[src/rtl/hc595_receiver.sv]
// hc595_receiver
//
// Receiving end of a 74HC595-style four-wire link (ser, srclk, rclk, oe).
// All four pins are asynchronous to clock and are oversampled through
// SYNC_STAGES-deep synchronizers. srclk rises shift ser into a WIDTH-bit
// shift chain, rclk rises copy the chain into an output latch, and active-low
// oe gates the latch onto q. sout is the cascade output for chaining devices.
//
// Ports
//   clock        system clock, all state on its rising edge
//   resetn       asynchronous active-low reset
//   ser          serial data pin
//   srclk        shift clock pin, rising edge shifts
//   rclk         latch clock pin, rising edge latches
//   oe           output enable pin, active low
//   q            latched data when enabled, else 0
//   latched      raw latch contents
//   out_enable   synchronized, inverted oe
//   sout         cascade output, top bit of the shift chain
//   latch_pulse  one-cycle strobe per accepted rclk rise
//   frame_error  set at latch time when the bit count was not WIDTH
//   bit_count    srclk rises since the last latch, saturating at WIDTH+1

module hc595_receiver #(
  parameter int unsigned WIDTH       = 16,
  parameter int unsigned SYNC_STAGES = 2,
  localparam int unsigned CntW       = $clog2(WIDTH + 2)
) (
  input  logic             clock,
  input  logic             resetn,
  input  logic             ser,
  input  logic             srclk,
  input  logic             rclk,
  input  logic             oe,
  output logic [WIDTH-1:0] q,
  output logic [WIDTH-1:0] latched,
  output logic             out_enable,
  output logic             sout,
  output logic             latch_pulse,
  output logic             frame_error,
  output logic [CntW-1:0]  bit_count
);

  localparam int unsigned GuardCycles = SYNC_STAGES + 1;
  localparam int unsigned GuardW      = $clog2(GuardCycles + 1);
  localparam logic [CntW-1:0]   MaxCount  = CntW'(WIDTH + 1);
  localparam logic [CntW-1:0]   FullCount = CntW'(WIDTH);
  localparam logic [GuardW-1:0] GuardDone = GuardW'(GuardCycles);

  // ---------------------------------------------------------------------------
  // Input synchronizers. ser uses the same depth as srclk so the data bit seen
  // at the detected srclk edge is the one that was on the pin at the pin edge.
  // ---------------------------------------------------------------------------
  logic [SYNC_STAGES-1:0] ser_sync_q;
  logic [SYNC_STAGES-1:0] srclk_sync_q;
  logic [SYNC_STAGES-1:0] rclk_sync_q;
  logic [SYNC_STAGES-1:0] oe_sync_q;

  always_ff @(posedge clock or negedge resetn) begin
    if (!resetn) begin
      ser_sync_q   <= '0;
      srclk_sync_q <= '0;
      rclk_sync_q  <= '0;
      oe_sync_q    <= '1;  // outputs start disabled
    end else begin
      ser_sync_q   <= {ser_sync_q[SYNC_STAGES-2:0], ser};
      srclk_sync_q <= {srclk_sync_q[SYNC_STAGES-2:0], srclk};
      rclk_sync_q  <= {rclk_sync_q[SYNC_STAGES-2:0], rclk};
      oe_sync_q    <= {oe_sync_q[SYNC_STAGES-2:0], oe};
    end
  end

  logic ser_s;
  logic srclk_s;
  logic rclk_s;
  logic oe_s;

  assign ser_s   = ser_sync_q[SYNC_STAGES-1];
  assign srclk_s = srclk_sync_q[SYNC_STAGES-1];
  assign rclk_s  = rclk_sync_q[SYNC_STAGES-1];
  assign oe_s    = oe_sync_q[SYNC_STAGES-1];

  // ---------------------------------------------------------------------------
  // Startup guard. Synchronizers come out of reset at 0, so a pin already high
  // would look like a rising edge while the chain fills; edges are ignored
  // until the chain has flushed. prev keeps tracking so no edge is left over.
  // ---------------------------------------------------------------------------
  logic [GuardW-1:0] guard_cnt_q;
  logic [GuardW-1:0] guard_cnt_d;
  logic              guard_active;

  assign guard_active = (guard_cnt_q != GuardDone);

  always_comb begin
    guard_cnt_d = guard_cnt_q;
    if (guard_active) begin
      guard_cnt_d = guard_cnt_q + GuardW'(1);
    end
  end

  always_ff @(posedge clock or negedge resetn) begin
    if (!resetn) begin
      guard_cnt_q <= '0;
    end else begin
      guard_cnt_q <= guard_cnt_d;
    end
  end

  // ---------------------------------------------------------------------------
  // Edge detection
  // ---------------------------------------------------------------------------
  logic srclk_prev_q;
  logic rclk_prev_q;
  logic srclk_rise;
  logic rclk_rise;

  always_ff @(posedge clock or negedge resetn) begin
    if (!resetn) begin
      srclk_prev_q <= 1'b0;
      rclk_prev_q  <= 1'b0;
    end else begin
      srclk_prev_q <= srclk_s;
      rclk_prev_q  <= rclk_s;
    end
  end

  assign srclk_rise = srclk_s & ~srclk_prev_q & ~guard_active;
  assign rclk_rise  = rclk_s & ~rclk_prev_q & ~guard_active;

  // ---------------------------------------------------------------------------
  // Shift chain, output latch and frame accounting
  // ---------------------------------------------------------------------------
  logic [WIDTH-1:0] shift_q;
  logic [WIDTH-1:0] shift_d;
  logic [WIDTH-1:0] latched_q;
  logic [WIDTH-1:0] latched_d;
  logic [CntW-1:0]  bit_count_q;
  logic [CntW-1:0]  bit_count_d;
  logic             latch_pulse_q;
  logic             latch_pulse_d;
  logic             frame_error_q;
  logic             frame_error_d;

  always_comb begin
    shift_d       = shift_q;
    latched_d     = latched_q;
    bit_count_d   = bit_count_q;
    latch_pulse_d = 1'b0;
    frame_error_d = frame_error_q;

    if (srclk_rise) begin
      shift_d = {shift_q[WIDTH-2:0], ser_s};
      if (bit_count_q != MaxCount) begin
        bit_count_d = bit_count_q + CntW'(1);
      end
    end

    // The latch copies the pre-shift chain, so with both clocks rising together
    // it runs one stage behind, as a real 595 with tied clocks does.
    if (rclk_rise) begin
      latched_d     = shift_q;
      latch_pulse_d = 1'b1;
      frame_error_d = (bit_count_q != FullCount);
      bit_count_d   = srclk_rise ? CntW'(1) : '0;
    end
  end

  always_ff @(posedge clock or negedge resetn) begin
    if (!resetn) begin
      shift_q       <= '0;
      latched_q     <= '0;
      bit_count_q   <= '0;
      latch_pulse_q <= 1'b0;
      frame_error_q <= 1'b0;
    end else begin
      shift_q       <= shift_d;
      latched_q     <= latched_d;
      bit_count_q   <= bit_count_d;
      latch_pulse_q <= latch_pulse_d;
      frame_error_q <= frame_error_d;
    end
  end

  // ---------------------------------------------------------------------------
  // Outputs
  // ---------------------------------------------------------------------------
  assign out_enable  = ~oe_s;
  assign q           = out_enable ? latched_q : '0;
  assign latched     = latched_q;
  assign sout        = shift_q[WIDTH-1];
  assign latch_pulse = latch_pulse_q;
  assign frame_error = frame_error_q;
  assign bit_count   = bit_count_q;

endmodule

[config.mk]
export PLATFORM = sky130hd
export DESIGN_NAME = hc595_receiver
export DESIGN_NICKNAME = d
export VERILOG_FILES = /design/src/rtl/hc595_receiver.sv
export SDC_FILE = /design/constraint.sdc
export NUM_CORES = 1
export LEC_CHECK = 0
export ABC_CLOCK_PERIOD_IN_PS = 2100
export BUFFER_PORTS_ARGS = -buffer_cell sky130_fd_sc_hd__buf_2
export CAP_MARGIN = 10
export CELL_PAD_IN_SITES_DETAIL_PLACEMENT = 0
export CELL_PAD_IN_SITES_GLOBAL_PLACEMENT = 2
export CORE_ASPECT_RATIO = 2
export CORE_MARGIN = 3
export CORE_UTILIZATION = 34
export CTS_BUF_LIST = sky130_fd_sc_hd__clkbuf_4 sky130_fd_sc_hd__clkbuf_8 sky130_fd_sc_hd__clkbuf_16
export CTS_CLUSTER_SIZE = 30
export DETAILED_ROUTE_END_ITERATION = 8
export PLACE_DENSITY_LB_ADDON = 0.2
export SLEW_MARGIN = 20
export SYNTH_ARGS = -nofsm -noshare
export SYNTH_HDL_FRONTEND = slang
export SYNTH_SLANG_ARGS = --single-unit
[constraint.sdc]
create_clock -name clock -period 2.1 [get_ports clock]
set_input_delay 0.63 -clock clock [delete_from_list [all_inputs] [get_ports clock]]
set_output_delay 0.63 -clock clock [all_outputs]
set_load 0.01 [all_outputs]
Yosys cells after proc, flatten, opt, wreduce, memory -nomap -nowiden
Cells that the tools add are included.
- flip-flop bits (word level): 51
- input port bits: 6
- output and inout bits: 41
- logic and storage cells: 34
- add/subtract/negate cells: 2
- equality and inequality tests: 3
- mux-type cells: 6
- bitwise gates (word level): 8
- reductions and logical operators: 3
- operators by type and width (cell ; count):
    two-way mux 16 bit ; 1
    two-way mux 5 bit ; 3
    inequality test 5 bit, second input constant ; 2
    adder 5 x 1 -> 5 bit, second input constant ; 1
    AND 1 bit ; 4
    inverter 1 bit ; 4
    nonzero test 2 bit ; 2
    adder 2 x 1 -> 2 bit, second input constant ; 1
    two-way mux 1 bit ; 2
    inequality test 2 bit, second input constant ; 1
    AND reduction 2 bit ; 1

Logic depth before layout (Yosys ltp)
Gate-level depths: netlist (run 1).
- depth in word-level cells: 5
- gate-level depth with buffers: 6
- gate-level depth less buffers: 5

Least setup slack after synthesis (run 1)
No wires, ideal clock.
- path kind: register to output
- start point: register oe_sync_q[1]
- end point: output port q[12]
- data arrival time: 954 ps
- required time: 1470 ps
- slack: 516 ps
- cell stages (with the launch flop): 3
- path buffers: 1
- cells stage by stage: dfstp_2 > clkbuf_1 > nor2b_1
- cells in the longest elaborated chain, start to end: 1
- RTL lines (what ; line ; RTL):
    from (decl) ; 57 ; logic [SYNC_STAGES-1:0] oe_sync_q;
    from (signal assigned) ; 69 ; oe_sync_q <= {oe_sync_q[SYNC_STAGES-2:0], oe};
    two-way mux 16 bit ; 188 ; assign q = out_enable ? latched_q : '0;
    to (decl) ; 35 ; output logic [WIDTH-1:0] q,
Every way passes these cells.

Final worst setup path (run 1)
- start point: register oe_sync_q[1]
- end point: output port q[4]
Same word-level chain as after synthesis.

==> reports/results.tsv, run 1 <==
metric	value	unit
FF+latch count, synth	51	
Final min period	1.86	ns
initial antenna violation count	0	
vias	1394	
CP max-delay cell	dfstp_2	
post-CTS setup buffers	0	
hpwl dp	2930	um
Net Sw Frac	29.2	%
number of port buffers	46	
Critical Setup Path Class	register to output pin	
placed cell count	278	
setup TNS	0	ns
Yosys cell types	27	
Syn Area/Cell	11.8	sq um
unrepaired setup endpoints after global routing	no	
diode count	0	
detailed-route DRC error count	0	
period utilization	88.5	%
Synth warnings	0	
slowest stage delay, CP	0.71	ns
clock network power share	28.1	%
crit path DAT	1.23	ns
clk_lat worst skew	0.29	ns
clock sinks	51	
GR Util All Layers	13.7	%
total gr overflow	0	
Setup Skew	0.00585	ns
Top Ports	47	
antenna viol nets, final	0	
Die Span X	61	um
TritonCTS Buffers	5	
commonest non-fill, non-tap cell in the layout	nand2_1	
worst hold path type	input pin to async pin	
PostCTS Resize Cnt	0	
die area	0.00708	sq mm
largest net degree at the start of global routing	34	
internal power	2.00	mW
number of global-route vias before repair	1446	
Critical Path Source Type	register	
Area Growth Syn to Fin	21.5	%
syn_nets	185	
Post-synth EDFFs	0	
CTS tree	yes	
pwr/cell area	1130	mW/mm^2
CORE AREA	0.00581	sq mm
WL final	4130	um
Post-Syn Instances	175	
Layout Nets	234	
required time of the critical path	1.47	ns
Fin. Hold Viols	0	
Main synth FF type	dfrtp_1	
Min Hold Slack	0.291	ns
final non-filler cell total	286	
clock tree buffer depth	2	
First-pass DRT Iterations	4	
Worst-path clk slew	0.06	ns
slew margin rel.	67.7	%
per-cell routed wire length	14.4	um
drt initial violations	29	
mapped cell area	0.00206	sq mm
routed vias/inst	4.87	
Least-Margin Pin Slew	0.478	ns
share of the yosys chip area belonging to registers	62.2	%
Critical path buffers and inverters	1	
Max FO, Critical Path	17	
first-pass GRT wire length	7030	um
maximum vdd drop	0.000587	V
Max Freq	538	MHz
FFs w/ async S/R, synth	100	%
hold_buf cts	0	
worst reg2reg path depth	3	
WP depth	2	
placer congestion estimate	0.686	
Row Count	39	
outcome	finished, final reports clean	
Clock Root Buffer	clkbuf_16	
most frequent cells in the layout	nand2_1 (50), dfrtp_1 (49), buf_2 (46)	
critical path, cell by cell	nor2b_1 > buf_2	
Initial Util	35.4	%
worst setup margin	0.242	ns
max-cap viol count	0	
Place WS	0.432	ns
layout cells sized above 1	35.6	%
CP Capture Type	output pin	
Die Span Y	116	um
Comb pwr share	21.6	%
Pins Over Slew Limit	0	
sequential power share	50.3	%
Lkg Pwr	1.29	nW
count of final setup violators	0	
Clock H-tree levels	2	
Top delay family on crit path	flip-flops	
switching power	824	uW
-- metal layers --
metal / share of wire [%] / GRT usage, %
met2: 58 / 25.2
met1: 37 / 13.9
met4: 2.3 / 6.51
met5: 0 / 0
met3: 3.1 / 3.01
-- cell type report --
type / instances / area [sq um]
inverters: 5 / 18.8
well taps: 61 / 76.3
clock inverters: 2 / 12.5
flip-flops and latches: 51 / 1280
repair buffers: 49 / 265
multi-input cells: 112 / 716
fillers: 583 / 3310
clock buffers: 6 / 133
-- synth_stat cells (2+ instances only) --
| master | count | area (sq um) |
|---|---|---|
| ha_1 | 4 | 50.1 |
| nand3_1 | 2 | 10.0 |
| nor2b_1 | 16 | 100 |
| or3_1 | 2 | 12.5 |
| nand2_1 | 50 | 188 |
| buf_2 | 2 | 10.0 |
| clkbuf_1 | 3 | 11.3 |
| inv_1 | 5 | 18.8 |
| mux2_2 | 17 | 191 |
| a21oi_1 | 3 | 15.0 |
| o21ai_0 | 4 | 20.0 |
| buf_6 | 2 | 22.5 |
| dfrtp_1 | 49 | 1230 |
| o211ai_1 | 2 | 15.0 |
| dfstp_2 | 2 | 52.6 |
-- registers in the layout, indices dropped and copies added (netlist names) --
signal / count
latched: 16
shift_q: 16
bit_count: 5
guard_cnt_q: 2
oe_sync_q: 2
rclk_sync_q: 2
ser_sync_q: 2
srclk_sync_q: 2
frame_error: 1
latch_pulse: 1
rclk_prev_q: 1
srclk_prev_q: 1
-- logic make-up (layout without fill, tap and decap cells) --
group	after synthesis	in the layout	share of synthesized area [%]
buffers and inverters	12	62	3.04
DFF	51	51	62.2
and+or+nand+nor	78	78	19.1
AOI/OAI and AO/OA	12	12	3.53
adders and majority gates	4	4	2.43
muxes	17	17	9.31
xor gates and xnor gates	1	1	0.426
-- through the flow --
stage	area (sq um)	util, %	power, mW
floorplan	2060	-	1.77
global placement	2350	40.6	2.04
detailed placement	2350	40.6	2.07
CTS	2500	43.1	2.88
global route	2500	43.1	3.03
finish	2500	43.1	2.82
-- power groups by stage --
stage	clock [mW]	combinational [mW]	sequential [mW]
3_5_place_dp	0	0.625	1.45
3_3_place_gp	0	0.613	1.43
2_1_floorplan	0	0.329	1.44
6_report	0.794	0.610	1.42
5_1_grt	0.870	0.689	1.47
4_1_cts	0.823	0.629	1.43
-- worst paths after layout --
path                                             from                        end  slack (ns)
min in group clock          srclk_sync_q[0]$_DFF_PN0_  srclk_sync_q[1]$_DFF_PN0_        0.35
max reg2reg                guard_cnt_q[0]$_DFFE_PN0P_     shift_q[1]$_DFFE_PN0P_        0.44
min                                            resetn     latched[0]$_DFFE_PN0P_        0.29
max                            oe_sync_q[1]$_DFF_PN1_                       q[4]        0.24
min reg2reg                 srclk_sync_q[0]$_DFF_PN0_  srclk_sync_q[1]$_DFF_PN0_        0.35
max in group asynchronous                      resetn     latched[9]$_DFFE_PN0P_        1.27
(Power assumes the default switching activity.)
==> inputs of run 2 (changes only) <==
--- a/config.mk
+++ b/config.mk
@@ -5,6 +5,7 @@
 export SDC_FILE = /design/constraint.sdc
 export NUM_CORES = 1
 export LEC_CHECK = 0
+export ABC_AREA = 1
 export ABC_CLOCK_PERIOD_IN_PS = 2100
 export BUFFER_PORTS_ARGS = -buffer_cell sky130_fd_sc_hd__buf_2
 export CAP_MARGIN = 10
@@ -12,7 +13,7 @@
 export CELL_PAD_IN_SITES_GLOBAL_PLACEMENT = 2
 export CORE_ASPECT_RATIO = 2
 export CORE_MARGIN = 3
-export CORE_UTILIZATION = 34
+export CORE_UTILIZATION = 32
 export CTS_BUF_LIST = sky130_fd_sc_hd__clkbuf_4 sky130_fd_sc_hd__clkbuf_8 sky130_fd_sc_hd__clkbuf_16
 export CTS_CLUSTER_SIZE = 30
 export DETAILED_ROUTE_END_ITERATION = 8
==> reports/results.tsv, run 2 <==
metric	value	unit
outcome	finished, final reports clean	
worst hold path type	input pin to async pin	
First-pass DRT Iterations	2	
hpwl dp	3200	um
syn_nets	230	
first-pass GRT wire length	7800	um
Worst-path clk slew	0.07	ns
CTS tree	yes	
post-synth top area cell	dfrtp_1	
Synth top cells by count	nand2_1 (59), dfrtp_1 (49), inv_1 (26)	
die area	0.00762	sq mm
Clock Root Buffer	clkbuf_16	
setup TNS	0	ns
share of the yosys chip area belonging to registers	61.0	%
Yosys cell types	23	
total gr overflow	0	
post-synth top area share	58.5	%
WL final	4560	um
Post-synth EDFFs	0	
PostCTS Resize Cnt	0	
Post-Syn Instances	220	
FFs w/ async S/R, synth	100	%
clk_lat worst skew	0.29	ns
FF+latch count, synth	51	
detailed-route DRC error count	0	
routed vias/inst	4.42	
Least-Margin Pin Slew	0.343	ns
Pins Over Slew Limit	0	
Clock H-tree levels	2	
Max Freq	523	MHz
max-cap viol count	0	
Area Growth Syn to Fin	22.1	%
final core occ	40.6	%
worst reg2reg path depth	8	
GR Util All Layers	13.3	%
final instance area	0.00256	sq mm
Place WS	0.479	ns
antenna viol nets, final	0	
Setup Skew	0.00299	ns
Fin. Hold Viols	0	
cells taking the most area after synthesis	dfrtp_1 (58%), nand2_1 (11%), inv_1 (4.7%), nor2_1 (3.6%), o21ai_0 (3.1%)	
mapped cell area	0.00210	sq mm
most frequent cell after synthesis	nand2_1	
Synth warnings	0	
crit path DAT	1.28	ns
Layout Nets	277	
CP max-delay cell	dfstp_2	
vias	1563	
commonest non-fill, non-tap cell in the layout	nand2_1	
critical path, cell by cell	nor2_1 > buf_2	
CORE AREA	0.00631	sq mm
hold_buf cts	0	
number of global-route vias before repair	1615	
initial antenna violation count	0	
largest net degree at the start of global routing	52	
placer congestion estimate	0.765	
period utilization	91.1	%
Top Ports	47	
slowest stage delay, CP	0.74	ns
Critical Setup Path Class	register to output pin	
Main synth FF type	dfrtp_1	
drt initial violations	49	
Placed Instance Area	0.00240	sq mm
Lkg Pwr	1.33	nW
clock sinks	51	
Syn Area/Cell	9.53	sq um
unrepaired setup endpoints after global routing	no	
diode count	0	
Min Hold Slack	0.320	ns
Critical Path Source Type	register	
clock tree buffer depth	2	
layout cells sized above 1	26.5	%
worst setup margin	0.186	ns
Max FO, Critical Path	17	
required time of the critical path	1.47	ns
Die Span Y	120	um
pwr/cell area	961	mW/mm^2
Die Span X	63.2	um
number of port buffers	46	
Fillers	678	
Final min period	1.91	ns
per-cell routed wire length	12.9	um
Row Count	41	
slew margin rel.	77.1	%
most frequent cells in the layout	nand2_1 (59), dfrtp_1 (49), buf_2 (46)	
post-CTS setup buffers	0	
maximum vdd drop	0.000501	V
CP Capture Type	output pin	
count of final setup violators	0	
Initial Util	33.2	%
TritonCTS Buffers	5	
## run 2: cell types whose count changed in the layout (fill, tap and decap cells not counted), moves of 9 or more
cell	previous run	this run
inv_1	5	26
mux2_2	17	1
nand2_1	50	59
nor2_1	1	20
nor2b_1	16	0
o21ai_0	4	13
o21ai_1	0	10
## run 2: per-stage QoR
step	power (mW)	std cells
2_1_floorplan	1.45	220
4_1_cts	2.52	354
6_report	2.46	354
5_1_grt	2.61	354
3_5_place_dp	1.63	346
3_3_place_gp	1.63	346
## run 2: routing by layer
metal / track usage, % / share of wire, % / up-vias
met1: 14.8 / 39 / 764
met4: 6.50 / 2.3 / 0
met5: 0 / 0 / -
met2: 23.8 / 56 / 21
met3: 2.60 / 3.1 / 6
li1: - / - / 772
## run 2: critical path: cells and delay by family (launching register included)
kind / cells / cell delay [ns]
AND/OR/NAND/NOR: 1 / 0.10
flip-flops: 1 / 0.74
buffers and inverters: 1 / 0.15
## run 2: layout make-up
cell class	count	area [sq um]	area share, %
clock buffers	8	160	6.25
multi-input cells	131	637	24.9
repair buffers	50	273	10.6
flip-flops and latches	51	1280	49.9
inverters	28	105	4.10
well taps	86	108	4.20
## run 2: path summary, 6_finish.rpt
path                                                  from                  endpoint  slack [ns]
worst max register to register  guard_cnt_q[0]$_DFFE_PN0P_  bit_count[0]$_DFFE_PN0P_        0.57
max in group asynchronous                           resetn    oe_sync_q[0]$_DFF_PN1_        1.50
worst min register to register    rclk_sync_q[0]$_DFF_PN0_  rclk_sync_q[1]$_DFF_PN0_        0.35
min in group clock                rclk_sync_q[0]$_DFF_PN0_  rclk_sync_q[1]$_DFF_PN0_        0.35
worst min-delay path                                resetn  bit_count[2]$_DFFE_PN0P_        0.32
worst max-delay path                oe_sync_q[1]$_DFF_PN1_                      q[0]        0.19
## run 2: report_power, final
| group | internal (mW) | leakage, nW | switching [mW] |
|---|---|---|---|
| sequential | 1.11 | 0.652 | 0.0989 |
| combinational | 0.151 | 0.595 | 0.233 |
| clock | 0.521 | 0.0806 | 0.343 |
| total | 1.78 | 1.33 | 0.676 |
## run 2: logic make-up after synthesis
logic type,Yosys count,synth area share (%)
mux,1,0.537
xor+xnor,2,0.835
buf+inv,38,8.65
flops,51,61.0
compound gates,28,7.46
simple gates,96,19.2
fa+ha+maj,4,2.39
==> inputs of run 3 (changes only) <==
--- a/config.mk
+++ b/config.mk
@@ -6,15 +6,14 @@
 export NUM_CORES = 1
 export LEC_CHECK = 0
 export ABC_AREA = 1
-export ABC_CLOCK_PERIOD_IN_PS = 2100
+export ABC_CLOCK_PERIOD_IN_PS = 2400
 export BUFFER_PORTS_ARGS = -buffer_cell sky130_fd_sc_hd__buf_2
 export CAP_MARGIN = 10
 export CELL_PAD_IN_SITES_DETAIL_PLACEMENT = 0
 export CELL_PAD_IN_SITES_GLOBAL_PLACEMENT = 2
 export CORE_ASPECT_RATIO = 2
 export CORE_MARGIN = 3
-export CORE_UTILIZATION = 32
-export CTS_BUF_LIST = sky130_fd_sc_hd__clkbuf_4 sky130_fd_sc_hd__clkbuf_8 sky130_fd_sc_hd__clkbuf_16
+export CORE_UTILIZATION = 35
 export CTS_CLUSTER_SIZE = 30
 export DETAILED_ROUTE_END_ITERATION = 8
 export PLACE_DENSITY_LB_ADDON = 0.2
==> constraint.sdc (replaced) <==
create_clock -name clock -period 2.4 [get_ports clock]
set_input_delay 0.72 -clock clock [delete_from_list [all_inputs] [get_ports clock]]
set_output_delay 0.72 -clock clock [all_outputs]
set_load 0.01 [all_outputs]
==> reports/results.tsv, run 3 (same netlist as run 2, synthesis figures left out) <==
metric	value	unit
outcome	finished, final reports clean	
reg2reg end	bit_count[0]$_DFFE_PN0P_	
number of global-route vias before repair	1588	
final non-filler cell total	328	
commonest non-fill, non-tap cell in the layout	nand2_1	
Critical Setup Path Class	register to output pin	
Max FO, Critical Path	17	
Critical Path Source Type	register	
WL final	4450	um
GR Util All Layers	14.3	%
First-pass DRT Iterations	4	
Pins Over Slew Limit	0	
largest net degree at the start of global routing	28	
routed vias/inst	4.76	
Least-Margin Pin Slew	0.594	ns
CP Capture Type	output pin	
Fillers	622	
clk_lat worst skew	0.28	ns
worst hold path type	register to register	
slew margin rel.	60.4	%
required time of the critical path	1.68	ns
unrepaired setup endpoints after global routing	no	
Place WS	0.674	ns
Hold Crit Depth	0	
max-cap viol count	0	
reg-to-reg critical path startpoint	guard_cnt_q[0]$_DFFE_PN0P_	
placer congestion estimate	0.731	
CORE AREA	0.00576	sq mm
die area	0.00701	sq mm
Die Span X	60.7	um
layout cells sized above 1	25.1	%
Clock Root Buffer	clkbuf_16	
vias	1561	
Area Growth Syn to Fin	19.7	%
worst reg2reg path depth	7	
per-cell routed wire length	13.6	um
placed cell count	320	
worst reg-to-reg setup slack	0.78	ns
pwr/cell area	825	mW/mm^2
Final min period	2.02	ns
post-CTS setup buffers	0	
worst setup margin	0.375	ns
hold path start	rclk_sync_q[0]$_DFF_PN0_	
Setup Skew	0.00492	ns
most frequent cells in the layout	nand2_1 (59), dfrtp_1 (49), buf_2 (46)	
diode count	0	
Top Ports	47	
antenna viol nets, final	0	
maximum vdd drop	0.000513	V
PostCTS Resize Cnt	0	
Seq. cell area	0.00128	sq mm
Hold Crit Endpoint	rclk_sync_q[1]$_DFF_PN0_	
hold_buf cts	0	
Min Hold Slack	0.348	ns
CTS tree	yes	
Die Span Y	115	um
Multi-input gate area	637	sq um
TritonCTS Buffers	5	
Fin. Hold Viols	0	
period utilization	84.4	%
initial antenna violation count	0	
crit path DAT	1.30	ns
setup TNS	0	ns
detailed-route DRC error count	0	
first-pass GRT wire length	7400	um
hpwl dp	3270	um
Row Count	39	
clock tree buffer depth	2	
drt initial violations	58	
Worst-path clk slew	0.06	ns
Initial Util	36.4	%
number of port buffers	46	
Layout Nets	276	
count of final setup violators	0	
total gr overflow	0	
Lkg Pwr	1.31	nW
clock sinks	51	
Clock H-tree levels	2	
Max Freq	494	MHz
-- run 3: per-stage QoR --
stage	cell area, sq um	utilization, %	power (mW)
6_report	2510	43.6	2.07
5_1_grt	2510	43.6	2.20
4_1_cts	2510	43.6	2.11
3_5_place_dp	2370	41.2	1.43
3_3_place_gp	2370	41.2	1.43
2_1_floorplan	2100	-	1.27
-- run 3: cell type report --
cell class | count | area share [%]
multi-input cells | 131 | 25.4
repair buffers | 49 | 11.1
inverters | 28 | 4.19
flip-flops and latches | 51 | 50.9
clock buffers | 8 | 5.43
well taps | 61 | 3.04
-- run 3: critical path, cell delays in order (launching register included) --
cell	delay (ns)
dfstp_2	0.75
nor2_1	0.11
buf_2	0.15
-- run 3: layer usage --
layer	track usage (%)	share of wire [%]
met5	0	0
met2	25.2	57
met3	2.34	2.7
met1	16.6	39
met4	5.64	1.7
-- run 3: how the worst max path moves through the flow --
stage	from	to	slack, ns	depth (start not counted)
6_report	oe_sync_q[1]$_DFF_PN1_	q[5]	0.38	2
5_1_grt	oe_sync_q[1]$_DFF_PN1_	q[9]	0.31	2
4_1_cts	oe_sync_q[1]$_DFF_PN1_	q[3]	0.37	2
3_5_place_dp	oe_sync_q[1]$_DFF_PN1_	q[3]	0.67	2
3_3_place_gp	oe_sync_q[1]$_DFF_PN1_	q[5]	0.67	2
2_1_floorplan	oe_sync_q[1]$_DFF_PN1_	q[12]	0.65	3
-- run 3: where the power goes --
part	switching [mW]	internal, mW	leakage [nW]
logic	0.202	0.134	0.594
registers	0.0934	0.974	0.652
clock network	0.281	0.388	0.0652
total	0.576	1.50	1.31
